`src/rtl/seq_detector_param.sv`:
```
// -----------------------------------------------------------------------------
// seq_detector_param
//   Serial pattern detector for an N-bit pattern that can be reloaded at run
//   time. Bits on w_i are sampled on rising edges of Clock while en_i is high;
//   the pattern MSB is the first bit of the sequence. Matches may overlap or
//   restart the history, z_o may be registered (Moore) or combinational
//   (Mealy), and a saturating counter with a sticky overflow flag tallies
//   matches.
//
// Ports
//   Clock        in   1      rising-edge clock
//   Resetn       in   1      asynchronous active-low reset
//   en_i         in   1      sample w_i at this edge
//   w_i          in   1      serial data bit
//   pat_load_i   in   1      load pat_in_i as the pattern (wins over en_i)
//   pat_in_i     in   N      new pattern, pat_in_i[N-1] is compared first
//   clr_cnt_i    in   1      synchronous clear of match_cnt_o / cnt_sat_o
//   z_o          out  1      match indication
//   match_cnt_o  out  CNT_W  saturating match count
//   cnt_sat_o    out  1      sticky: a match arrived while the count was full
//
// Detector phases (tracked by fill_q rather than an enumerated state)
//   state          | meaning
//   fill_q <  N-1  | history still filling, no match possible on this sample
//   fill_q >= N-1  | armed, this sample completes an N-bit window
//   fill_q == N    | history full (saturated)
// -----------------------------------------------------------------------------
module seq_detector_param #(
  parameter int             N           = 4,
  parameter logic [N-1:0]   DEFAULT_PAT = 4'b1011,
  parameter bit             OVERLAP     = 1'b1,
  parameter bit             MEALY       = 1'b0,
  parameter int             CNT_W       = 8
) (
  input  logic             Clock,
  input  logic             Resetn,
  input  logic             en_i,
  input  logic             w_i,
  input  logic             pat_load_i,
  input  logic [N-1:0]     pat_in_i,
  input  logic             clr_cnt_i,
  output logic             z_o,
  output logic [CNT_W-1:0] match_cnt_o,
  output logic             cnt_sat_o
);

  localparam int FW = $clog2(N + 1);

  logic [N-1:0]     hist_q, hist_d;
  logic [FW-1:0]    fill_q, fill_d;
  logic [N-1:0]     pat_q, pat_d;
  logic [CNT_W-1:0] cnt_q, cnt_d;
  logic             sat_q, sat_d;
  logic [N-1:0]     window;
  logic             match;

  // Window as it will look once this cycle's bit is shifted in.
  assign window = {hist_q[N-2:0], w_i};
  assign match  = en_i & ~pat_load_i & (fill_q >= FW'(N - 1)) & (window == pat_q);

  always_comb begin
    hist_d = hist_q;
    fill_d = fill_q;
    pat_d  = pat_q;
    if (pat_load_i) begin
      pat_d  = pat_in_i;
      hist_d = '0;
      fill_d = '0;
    end else if (en_i) begin
      hist_d = window;
      if (match && !OVERLAP) begin
        // Non-overlapping: the matched bits may not seed the next match.
        fill_d = '0;
      end else if (fill_q != FW'(N)) begin
        fill_d = fill_q + 1'b1;
      end
    end
  end

  always_comb begin
    cnt_d = cnt_q;
    sat_d = sat_q;
    if (clr_cnt_i) begin
      cnt_d = '0;
      sat_d = 1'b0;
    end else if (match) begin
      if (&cnt_q) sat_d = 1'b1;
      else        cnt_d = cnt_q + 1'b1;
    end
  end

  always_ff @(posedge Clock or negedge Resetn) begin
    if (!Resetn) begin
      hist_q <= '0;
      fill_q <= '0;
      pat_q  <= DEFAULT_PAT;
      cnt_q  <= '0;
      sat_q  <= 1'b0;
    end else begin
      hist_q <= hist_d;
      fill_q <= fill_d;
      pat_q  <= pat_d;
      cnt_q  <= cnt_d;
      sat_q  <= sat_d;
    end
  end

  generate
    if (MEALY) begin : g_mealy
      assign z_o = match;
    end else begin : g_moore
      logic z_q;
      always_ff @(posedge Clock or negedge Resetn) begin
        if (!Resetn) z_q <= 1'b0;
        else         z_q <= match;
      end
      assign z_o = z_q;
    end
  endgenerate

  assign match_cnt_o = cnt_q;
  assign cnt_sat_o   = sat_q;

endmodule
```
`config.mk`:
```
export PLATFORM = sky130hd
export DESIGN_NAME = seq_detector_param
export DESIGN_NICKNAME = d
export VERILOG_FILES = /design/src/rtl/seq_detector_param.sv
export SDC_FILE = /design/constraint.sdc
export NUM_CORES = 1
export LEC_CHECK = 0
export ABC_CLOCK_PERIOD_IN_PS = 4620
export CAP_MARGIN = 5
export CORE_UTILIZATION = 47
export CTS_CLUSTER_SIZE = 25
export DETAILED_ROUTE_END_ITERATION = 8
export GPL_ROUTABILITY_DRIVEN = 0
export PLACE_DENSITY_LB_ADDON = 0.15
export SYNTH_ARGS = -nofsm -noshare
export SYNTH_HDL_FRONTEND = slang
export SYNTH_SLANG_ARGS = --single-unit
export TNS_END_PERCENT = 1
```
`constraint.sdc`:
```
create_clock -name Clock -period 4.62 [get_ports Clock]
set_input_delay 0.924 -clock Clock [delete_from_list [all_inputs] [get_ports Clock]]
set_output_delay 0.924 -clock Clock [all_outputs]
set_load 0.01 [all_outputs]
```
==> flow_summary.yaml <==
route:
  drt-initial-drc-count: 17
  routed_wl_um: 1806
  wl_per_cell_um: 12.81
  drc_errors: 0
  firstDrtPassIters: 4
  via_per_inst: 5.227
  vias: 737
  ant_nets: 0
power_and_ir_drop:
  leakagePower_nw: 0.5227
  clockPowerShare_pct: 27.7
  peakVddDrop_mv: 0.1597
  p_comb_share_pct: 12.0
  p_int_mw: 0.2362
  switchingPower_mw: 0.07781
  power.density_mw_per_mm2: 251.5
  seq_power_share_pct: 60.3
  switching_share_pct: 24.78
grt:
  grt_max_degree: 21
  grt_antenna_before_repair: 0
  track_usage_pct: 17.44
  grt_pass1_wl_um: 3243
  first_global_vias: 676
  overflow: 0
finish:
  drive_gt1_share_pct: 14.04
  n_antenna_cell: 0
  final_util_pct: 62.38
  nFillCells: 184
  syn_to_final_growth_pct: 21.41
  final_nets: 129
  final_cell_count_no_fill: 141
yosys:
  synth_top_cell_by_area: "dfrtp_1"
  synth_seq_cells: 20
  synth_warnings: 0
  synth_most_common_cell: "dfrtp_1"
  synth-xor-area-share_pct: 5.961
  async_flop_share_pct: 100.0
  yosys.area_share.simple_pct: 18.61
  synth_top_cells_by_area: "dfrtp_1 41%, dfstp_2 7.7%, ha_1 4.9%, a21oi_1 4.4%, mux2_2 4.4%"
  yosys_most_used_dff: "dfrtp_1"
  synth.avg_cell_area_sq_um: 10.83
  synthTopCellsByCount: "17 x dfrtp_1, 12 x nor2_1, 9 x a21oi_1"
  synthCells: 95
  synth_mux_area_share_pct: 8.273
  synth.top_cell.area_share_pct: 41.36
  synth_edf_count: 0
  synth_fa_ha_area_share_pct: 4.866
  synth_compound_area_share_pct: 8.516
  yosysUniqueCellTypes: 29
  synth_top_family_by_area: "simple AND/OR/NAND/NOR gates"
  ys_seq_area_share_pct: 49.03
  syn_nets: 109
  synthesis.area_sq_mm: 0.001028
worst_setup_path:
  crit_fanout: 11
  cp-start-kind: "input pin"
  worstSetupPathType: "in -> reg"
  worstSetupEndpointType: "flop"
  arrival_ns: 3.06
  cp_data_required_time_ns: 4.85
sta:
  tns_ns: 0
  relSlewSlack_pct: 42.95
  tightest_slew_ns: 0.8531
  timing.final.crit_share_pct: 61.12
  min_period_ns: 2.824
  grt_setup_unrepaired: "no"
  drv_slew: 0
  timing.hold.ws_ns: 0.5337
  finalSetupViolCount: 0
  hold_violations: 0
  clock_skew_ns: 0.01086
  max_freq_mhz: 354.1
floorplanning:
  num_io_pins: 20
  dieHeight_um: 48.78
  die_x_um: 48.78
  core_sq_mm: 0.002002
  initial_core_util_pct: 51.37
  die_area_sq_mm: 0.002379
  rows: 16
min_path:
  hp-class: "reg -> reg"
clock_network:
  clock_latency_ns: 0.30
  cts_tree: "done"
  clk_pin_slew_ns: 0.12
  postCtsSetupRepairBufs: 0
  cts_root_buf: "clkbuf_4"
  cts_buffers: 3
  cts_hold_buf: 0
  cts.path.max_buffers: 2
  clock_sinks: 20
  cts_resized: 0
  htreeDepth: 1
place:
  place_inst: 137
  dp_hpwl_um: 1367
  portBuffers: 19
flow_run:
  max_cap_violations: 0
run_status:
  status: "finished clean"
-- layer usage --
metal	vias to the layer above	track usage [%]	wire length, um	part of all wire, %
li1	366	-	-	-
met1	353	26.54	892	49
met2	15	25.93	834	46
met3	3	2.804	62	3.4
met4	0	4.412	17	0.94
met5	-	0	0	0
-- cell usage in the layout, fill, tap and decap left out --
master           count
a211oi_1             1
a21oi_1              9
and2_2               1
clkbuf_1             1
clkbuf_4             3
clkdlybuf4s50_1     19
dfrtp_1             17
dfstp_2              3
ha_1                 4
inv_1                5
mux2_2               4
mux2i_1              4
nand2_1              1
nand2b_4             1
nand3_1              5
nand3_2              1
nand4_1              2
nor2_1              12
nor4_4               1
o21ai_0              4
o31ai_1              2
or2_2                1
or2b_1               1
or3_1                1
or3_2                1
or4_1                2
or4b_1               1
xnor2_1              2
xor2_1               5
-- kinds of logic (layout without fill, tap and decap cells) --
logic type	Yosys count	after routing
XOR/XNOR	7	7
AO/OA/AOI/OAI	16	16
buffers and inverters	9	28
multiplexers	8	8
adder cells (fa/ha/maj)	4	4
AND/OR/NAND/NOR	31	31
flip-flops	20	20
-- worst paths after layout --
kind                                       startpoint  slack (ns)                    endpoint  cells after the start
worst min-delay path            cnt_sat_o$_DFFE_PN0P_        0.53       cnt_sat_o$_DFFE_PN0P_                      2
min in group asynchronous                      Resetn        1.09               z_o$_DFF_PN0_                      1
worst min register to register  cnt_sat_o$_DFFE_PN0P_        0.53       cnt_sat_o$_DFFE_PN0P_                      2
worst max-delay path                       pat_load_i        1.80  match_cnt_o[7]$_DFFE_PN0P_                      6
max in group asynchronous                      Resetn        2.99  match_cnt_o[3]$_DFFE_PN0P_                      1
worst max register to register  fill_q[0]$_DFFE_PN0P_        2.48  match_cnt_o[7]$_DFFE_PN0P_                      7
-- stage by stage --
step	setup slack [ns]	area (sq um)	total power, mW
after global routing	1.621	1249	0.3311
after CTS	1.797	1249	0.3171
final	1.796	1249	0.3140
after floorplan	2.315	1028	0.2158
after global placement	1.544	1222	0.2295
after detailed placement	1.463	1222	0.2312
-- layout make-up --
cell class              count  area, sq um  share of cell area [%]
clock buffers               4        26.28                   2.104
inverters                   5        18.77                   1.503
multi-input cells          66        475.5                   38.08
flip-flops and latches     20        504.2                   40.38
well taps                  27        33.78                   2.705
repair buffers             19        190.2                   15.23
-- power groups by stage --
stage | Sequential, mW | Combinational, mW | Clock, mW
CTS | 0.189 | 0.0386 | 0.0893
global placement | 0.192 | 0.0374 | 0
finish | 0.189 | 0.0378 | 0.0870
detailed placement | 0.193 | 0.0385 | 0
floorplan | 0.191 | 0.0246 | 0
global route | 0.190 | 0.0429 | 0.0980
-- sequential cells by signal (all words and copies together) (netlist names) --
signal / cells
match_cnt_o: 8
fill_q: 3
pat_q: 4
cnt_sat_o: 1
z_o: 1
hist_q: 3
-- worst max-delay path, stage by stage --
cell and delay (ns):
clkdlybuf4s50_1 0.61, nand2b_4 0.25, nor4_4 0.33, nand3_2 0.26, or4_1 0.53, a21oi_1 0.16
No activity file was read; power rests on OpenSTA's default activity.
